--- config.mk ---
export PLATFORM = sky130hd
export DESIGN_NAME = vga_scan_ctrl
export DESIGN_NICKNAME = d
export VERILOG_FILES = /design/src/rtl/vga_scan_ctrl.sv
export SDC_FILE = /design/constraint.sdc
export NUM_CORES = 1
export LEC_CHECK = 0
export ABC_AREA = 1
export BUFFER_PORTS_ARGS = -buffer_cell sky130_fd_sc_hd__buf_2
export CORE_ASPECT_RATIO = 1.25
export CORE_MARGIN = 2
export CORE_UTILIZATION = 40
export DETAILED_ROUTE_END_ITERATION = 16
export SYNTH_ARGS = -nofsm -noshare
export SYNTH_HDL_FRONTEND = slang
export SYNTH_SLANG_ARGS = --single-unit
export TNS_END_PERCENT = 30
--- constraint.sdc ---
create_clock -name clk -period 1.6 [get_ports clk]
set_input_delay 0.32 -clock clk [delete_from_list [all_inputs] [get_ports clk]]
set_output_delay 0.32 -clock clk [all_outputs]
set_load 0.01 [all_outputs]
--- src/rtl/vga_scan_ctrl.sv ---
// VGA raster timing generator with frame-buffer read requests, one pixel clock domain.
// Latency: counter position at cycle n appears on hs/vs/r/g/b at cycle n+2+RD_LATENCY.
// No back-pressure: the frame buffer must return pix_data exactly RD_LATENCY cycles after pix_rd.
module vga_scan_ctrl #(
  parameter int H_ACTIVE   = 640,
  parameter int H_FP       = 16,
  parameter int H_SYNC     = 96,
  parameter int H_BP       = 48,
  parameter int V_ACTIVE   = 480,
  parameter int V_FP       = 10,
  parameter int V_SYNC     = 2,
  parameter int V_BP       = 33,
  parameter bit HS_POL     = 1'b0,
  parameter bit VS_POL     = 1'b0,
  parameter int RD_LATENCY = 1,
  parameter int ADDR_W     = 19
) (
  input  logic              clk,
  input  logic              rst,
  output logic              pix_rd,
  output logic [ADDR_W-1:0] pix_addr,
  input  logic [23:0]       pix_data,
  output logic              hs,
  output logic              vs,
  output logic [7:0]        r,
  output logic [7:0]        g,
  output logic [7:0]        b,
  output logic              frame_start
);

  // Raster geometry
  localparam int H_TOTAL = H_ACTIVE + H_FP + H_SYNC + H_BP;
  localparam int V_TOTAL = V_ACTIVE + V_FP + V_SYNC + V_BP;
  localparam int HC_W    = $clog2(H_TOTAL);
  localparam int VC_W    = $clog2(V_TOTAL);

  // Delay from stage 0 to the output register input: one request stage plus memory latency
  localparam int DLY = 1 + RD_LATENCY;

  // Counter comparison points, sized to the counters
  localparam logic [HC_W-1:0] H_LAST     = HC_W'(H_TOTAL - 1);
  localparam logic [VC_W-1:0] V_LAST     = VC_W'(V_TOTAL - 1);
  localparam logic [HC_W-1:0] H_ACT_END  = HC_W'(H_ACTIVE);
  localparam logic [VC_W-1:0] V_ACT_END  = VC_W'(V_ACTIVE);
  localparam logic [HC_W-1:0] HS_START   = HC_W'(H_ACTIVE + H_FP);
  localparam logic [HC_W-1:0] HS_END     = HC_W'(H_ACTIVE + H_FP + H_SYNC);
  localparam logic [VC_W-1:0] VS_START   = VC_W'(V_ACTIVE + V_FP);
  localparam logic [VC_W-1:0] VS_END     = VC_W'(V_ACTIVE + V_FP + V_SYNC);

  // Stage 0 state
  logic [HC_W-1:0]   h_cnt;
  logic [VC_W-1:0]   v_cnt;
  logic [ADDR_W-1:0] addr_cnt;

  // Stage 0 decode
  logic h_wrap;
  logic v_wrap;
  logic active;
  logic hs_raw;
  logic vs_raw;
  logic first_pix;

  // Delay line, bit 0 is the newest entry
  logic [DLY-1:0] dly_active;
  logic [DLY-1:0] dly_hs;
  logic [DLY-1:0] dly_vs;
  logic [DLY-1:0] dly_first;

  // Decode the current raster position into window and sync flags
  always_comb begin
    h_wrap    = (h_cnt == H_LAST);
    v_wrap    = (v_cnt == V_LAST);
    active    = (h_cnt < H_ACT_END) && (v_cnt < V_ACT_END);
    hs_raw    = (h_cnt >= HS_START) && (h_cnt < HS_END);
    // vertical sync follows v_cnt only, so it flips on line boundaries
    vs_raw    = (v_cnt >= VS_START) && (v_cnt < VS_END);
    first_pix = (h_cnt == '0) && (v_cnt == '0);
  end

  // Horizontal and vertical raster counters
  always_ff @(posedge clk) begin
    if (rst) begin
      h_cnt <= '0;
      v_cnt <= '0;
    end else begin
      if (h_wrap) begin
        h_cnt <= '0;
        v_cnt <= v_wrap ? '0 : v_cnt + VC_W'(1);
      end else begin
        h_cnt <= h_cnt + HC_W'(1);
      end
    end
  end

  // Linear pixel address: steps once per visible pixel, restarts at end of frame
  always_ff @(posedge clk) begin
    if (rst) begin
      addr_cnt <= '0;
    end else if (h_wrap && v_wrap) begin
      addr_cnt <= '0;
    end else if (active) begin
      addr_cnt <= addr_cnt + ADDR_W'(1);
    end
  end

  // Stage 1: issue the frame-buffer read; address holds while idle
  always_ff @(posedge clk) begin
    if (rst) begin
      pix_rd   <= 1'b0;
      pix_addr <= '0;
    end else begin
      pix_rd <= active;
      if (active) begin
        pix_addr <= addr_cnt;
      end
    end
  end

  // Carry window/sync/first-pixel flags alongside the outstanding read
  always_ff @(posedge clk) begin
    if (rst) begin
      dly_active <= '0;
      dly_hs     <= '0;
      dly_vs     <= '0;
      dly_first  <= '0;
    end else begin
      dly_active <= {dly_active[DLY-2:0], active};
      dly_hs     <= {dly_hs[DLY-2:0],     hs_raw};
      dly_vs     <= {dly_vs[DLY-2:0],     vs_raw};
      dly_first  <= {dly_first[DLY-2:0],  first_pix};
    end
  end

  // Output register: blank outside the visible window, apply sync polarity
  always_ff @(posedge clk) begin
    if (rst) begin
      r           <= 8'd0;
      g           <= 8'd0;
      b           <= 8'd0;
      hs          <= ~HS_POL;
      vs          <= ~VS_POL;
      frame_start <= 1'b0;
    end else begin
      if (dly_active[DLY-1]) begin
        r <= pix_data[23:16];
        g <= pix_data[15:8];
        b <= pix_data[7:0];
      end else begin
        r <= 8'd0;
        g <= 8'd0;
        b <= 8'd0;
      end
      hs          <= dly_hs[DLY-1] ? HS_POL : ~HS_POL;
      vs          <= dly_vs[DLY-1] ? VS_POL : ~VS_POL;
      frame_start <= dly_first[DLY-1];
    end
  end

endmodule

; ---- Word-level counts from Yosys, hierarchy flattened
; Index checks and enable logic that the tools add are counted.
[word_totals]
regBits = 94
in_bits = 26
[classes]
add_sub_neg = 3
order_cmp = 6
n_eq_ne = 2
n_mux = 3
bitwise = 1
reduce_logical = 10
[op_table]
columns = operator, n
row1 = "adder 10 x 1 -> 10 bit, second input constant", 2
row2 = "equality test 10 bit, second input constant", 2
row3 = zero test 10 bit, 2
row4 = "less-than comparator 10 bit, second input constant", 2
row5 = "less-than comparator 10 x 9 -> 1 bit, second input constant", 2
row6 = "adder 19 x 1 -> 19 bit, second input constant", 1
row7 = ">= comparator 10 bit, second input constant", 1
row8 = ">= comparator 10 x 9 -> 1 bit, second input constant", 1
row9 = two-way mux 10 bit, 1
row10 = OR reduction 2 bit, 3
row11 = logical AND 1 bit, 5
row12 = two-way mux 1 bit, 2
row13 = NOT 1 bit, 1

; ---- Longest topological paths before layout
[depth]
depth_word = 3
depth_mapped = 10

; ---- Least setup slack after synthesis
; OpenSTA, ideal clock, no wires.
[synth_path]
kind = register to register
startpoint = reg h_cnt[0]
endpoint = reg addr_cnt[7]
t_arrival_ns = 1.281
required_time_ns = 1.485
setup_slack_ns = 0.204
path_stages_with_launch = 10
n_path_buf = 1
path_cell_list = dfxtp_1 ha_1 nand2_2 nor2_4 nand4_4 nand2_2 nand2_4 buf_6 nand2_1 nor2_1
[synth_via]
elab_chain_len = 3
[synth_rtl]
columns = element, line
row1 = from (decl), 51  ; logic [HC_W-1:0] h_cnt;
row2 = from (signal assigned), 90  ; h_cnt <= h_cnt + HC_W'(1);
row3 = branches (longest 3 deep; another with less-than comparator 10 bit), --
row4 = to (signal assigned), 102  ; addr_cnt <= addr_cnt + ADDR_W'(1);
row5 = to (decl), 53  ; logic [ADDR_W-1:0] addr_cnt;
; Several ways; the timed one is not identified.
; A chain may end at the register's enable or synchronous reset.

; ---- Worst setup path in the final report
[layout_path]
startpoint = reg h_cnt[0]
endpoint = reg v_cnt[6]
[layout_via]
elab_chain_len = 1
[layout_rtl]
columns = element, line
row1 = equality test 10 bit, 71  ; h_wrap = (h_cnt == H_LAST);
row2 = to (signal assigned), 88  ; v_cnt <= v_wrap ? '0 : v_cnt + VC_W'(1);
row3 = to (decl), 52  ; logic [VC_W-1:0] v_cnt;
; Every way passes these cells.

==> key figures <==
Power
  – Max VDD drop: 0.536 mV
  – Total Power: 5150 µW
  – Leakage: 0.00231 µW
  – Pwr Density: about 1100 nW/µm²

STA
  – Measured slew at the worst slew-check pin: 0.368 ns
  – Final worst slack: 0.149 ns
  – Final worst-path cycle share: 90.7%
  – Final Hold Vio Count: 0
  – Max Freq: 0.689 GHz
  – Clock skew: 0.00798 ns
  – Min Tclk post-route: 1.45 ns
  – Number of setup violations in the final report: 0
  – Max-slew violations: 0
  – Min Hold Slack: 0.192 ns
  – RSZ-0062 raised after global routing: true
  – Slew HR: 75.3%

Worst hold path
  – Endpoint, Worst Hold: g[7]$_SDFF_PP0_
  – Hold path startpoint: pix_data[15]
  – Worst Hold Depth: 3
  – HP Class: in -> reg

Cells and area
  – Fin area: 4770 µm²
  – Post-route insts no fill: 733
  – ANT cells: 0
  – Fill cells: 960
  – P&R area growth vs syn: 24.2%
  – NumNets Final: 633
  – Share of cells above drive strength 1: 22.7%

GRT
  – Vias in the first global route: 3075
  – Global Route met2 Usage: 27.9%
  – Grt peak-use layer: met2
  – Total grt overflow: 0
  – GRT Overall Usage: between 10% and 20%
  – Largest net degree at the start of global routing: 45
  – Antenna violations before repair: 0
  – Met3 Use GR: approximately 3.6%
  – Grt met1 use: 18.9%
  – First-pass GRT wire length: 13500 µm

Critical path
  – Worst Path Required: 1.87 ns
  – Worst R2R Path Depth: 8
  – Crit path launch: h_cnt[0]$_SDFF_PP0_
  – Crit Path Category: reg -> reg
  – Startpoint types: register
  – Worst Path Max Fanout: 7
  – RR Startpoint: h_cnt[0]$_SDFF_PP0_
  – Worst R2R Setup Slack: 0.15 ns
  – Critical path arrival: 1.72 ns
  – Endpoint type of the worst setup path: register
  – R2r endpoint: v_cnt[6]$_SDFFE_PP0N_

Logic synthesis
  – Syn Std Cell Area: roughly 3800 µm²
  – Synthesis Warnings: 0
  – Largest area contributor in the netlist: dfxtp_1
  – Synth Area per Inst: 7.42 µm²
  – Syn nets: 549
  – Post-synth cell types: 29
  – Register area share after synthesis: about half
  – Synthesized flop and latch total: 93
  – Post-synthesis cell count: ~520
  – Synth top area share: 48.5%
  – Largest cells by area after synthesis: dfxtp_1, nor2_1, nand2_1, inv_1, nand3_1

Floorplanning
  – Top Ports: 73
  – Die Wd: 91.7 µm
  – Core Box Area: 9460 µm²
  – Row count: 40
  – Die area: between 10000 and 15000 µm²
  – Die Height: 114 µm
  – Starting Density: 40.6%

Drt
  – DR vias: 3328
  – Drt first pass iters: 4
  – Post-DRT Antenna Nets: 0
  – Mean routed wirelength per cell: 10.8 µm
  – Routed wire length: 7900 µm
  – Initial drt markers: 125
  – Via-to-Cell Ratio: 4.54
  – DRC viols: 0

CTS
  – CTS root buffer: clkbuf_16
  – H-tree levels: 3
  – Hold-fix buffers, CTS: 0
  – CTS tree: done
  – Maximum root-to-sink buffer count: 2
  – CTS buffer count: 9
  – Clk_lat worst skew: 0.34 ns
  – Clk sink count: 93
  – CTS clk-pin slew, worst paths: 0.06 ns

Outcome
  – Status: finished, final reports clean

Place
  – Cells after DPL: about 710
  – Final RePlAce weighted congestion: 0.815
  – Setup slack at placement: 0.108 ns
  – DP Wirelength: ~5800 µm
  – Count of input and output buffers: 72
  – Placed inst area: 4370 µm²

Flow run
  – Maxcap violations: 0
registers in the layout, indices dropped and copies added (netlist names), 2 cells and up:
register and flops:
addr_cnt 19, b 8, dly_active 2, dly_first 2
dly_hs 2, dly_vs 2, g 8, h_cnt 10
pix_addr 19, r 8, v_cnt 10
routing by layer:
metal  wire length (µm)  vias up
met5                  0        -
met4                139        0
met3                327       10
met2               3950       55
met1               3480     1497
li1                   -     1766
synth_stat cells:
| master | count |
|---|---|
| a211oi_1 | 2 |
| nand3_1 | 31 |
| clkbuf_1 | 5 |
| o21ai_2 | 1 |
| inv_2 | 11 |
| and2_4 | 1 |
| o21ai_0 | 23 |
| nor3_1 | 7 |
| a21oi_1 | 24 |
| nor3b_1 | 3 |
| nand4_1 | 6 |
| nand2_1 | 97 |
| xor2_1 | 6 |
| buf_6 | 3 |
| nor2_1 | 98 |
| nand3b_1 | 2 |
| buf_4 | 1 |
| dfxtp_1 | 93 |
| buf_2 | 4 |
| ha_1 | 5 |
| nand2_2 | 4 |
| nand4_4 | 1 |
| inv_1 | 73 |
| nand2_4 | 2 |
| nor2_2 | 4 |
| nor4_1 | 1 |
| nand3_2 | 3 |
| a22oi_1 | 1 |
| nor2_4 | 6 |
worst max path at each step:
stage / cells past startpoint / endpoint / slack, ns
4_1_cts: 8 / addr_cnt[12]$_SDFFE_PP0P_ / 0.09
5_1_grt: 8 / v_cnt[2]$_SDFFE_PP0N_ / -0.02
3_5_place_dp: 8 / addr_cnt[12]$_SDFFE_PP0P_ / 0.11
2_1_floorplan: 9 / addr_cnt[7]$_SDFFE_PP0P_ / 0.20
3_3_place_gp: 8 / v_cnt[9]$_SDFFE_PP0N_ / 0.16
6_report: 8 / v_cnt[6]$_SDFFE_PP0N_ / 0.15
stage by stage:
stage          utilization [%]  setup TNS (ns)
2_1_floorplan                -               0
3_3_place_gp              46.2               0
3_5_place_dp              46.2               0
4_1_cts                   49.7               0
5_1_grt                   50.4         -0.0212
6_report                  50.4               0
worst max-delay path, cell delays in order (launching register included):
cell,delay (ns)
dfxtp_1,0.37
ha_1,0.19
nand2_2,0.08
nor2_4,0.15
inv_2,0.08
nor2_4,0.16
buf_12,0.14
nand3b_1,0.07
a21oi_1,0.15
layout by cell type, fill, tap and decap left out:
master	netlist	routed
nor3b_1	3	3
inv_2	11	10
nand3_2	3	3
dfxtp_2	0	1
nand3_1	31	31
inv_1	73	73
buf_4	1	11
clkinv_2	0	1
buf_2	4	72
nand2_1	97	96
nand4_4	1	1
nand3b_1	2	2
a22oi_1	1	1
nor2_4	6	7
nand2_8	0	1
dfxtp_1	93	92
ha_4	0	1
o21ai_2	1	1
inv_6	0	3
bufinv_16	0	2
nor4_1	1	1
nand2_4	2	1
o21ai_0	23	23
ha_1	5	4
a211oi_1	2	2
and2_4	1	1
nand2_2	4	5
clkbuf_8	0	1
inv_4	0	1
xor2_1	6	6
a21oi_1	24	24
clkbuf_16	0	9
nor2_1	98	98
nor3_1	7	7
nor2_2	4	4
buf_12	0	2
nand4_1	6	6
layout make-up:
class / instances / area (µm²) / share of cell area [%]
Multi-Input combinational cell: 329 / 1620 / 34.0
Clock inverter: 6 / 91.3 / 1.91
Sequential cell: 93 / 1860 / 39.0
Inverter: 84 / 318 / 6.66
Tap cell: 126 / 158 / 3.30
Timing Repair Buffer: 85 / 483 / 10.1
Clock buffer: 10 / 239 / 5.01
where the power goes:
part	total [µW]	internal, µW	switching, µW
combinational	353	150	203
clock	2330	1430	906
sequential	2470	2400	64.0
kinds of logic after synthesis:
logic type	share of synthesized area, %
AO/OA/AOI/OAI	6.94
XOR/XNOR	1.37
adder cells (fa/ha/maj)	1.63
buffers and inverters	10.3
flip-flops	48.5
AND/OR/NAND/NOR	31.3
timing repair:
item                       4_1_cts  5_1_grt
setup buffers                    0        3
setup endpoints to repair        0       11
resized for setup                0        7
(Power assumes the default switching activity.)
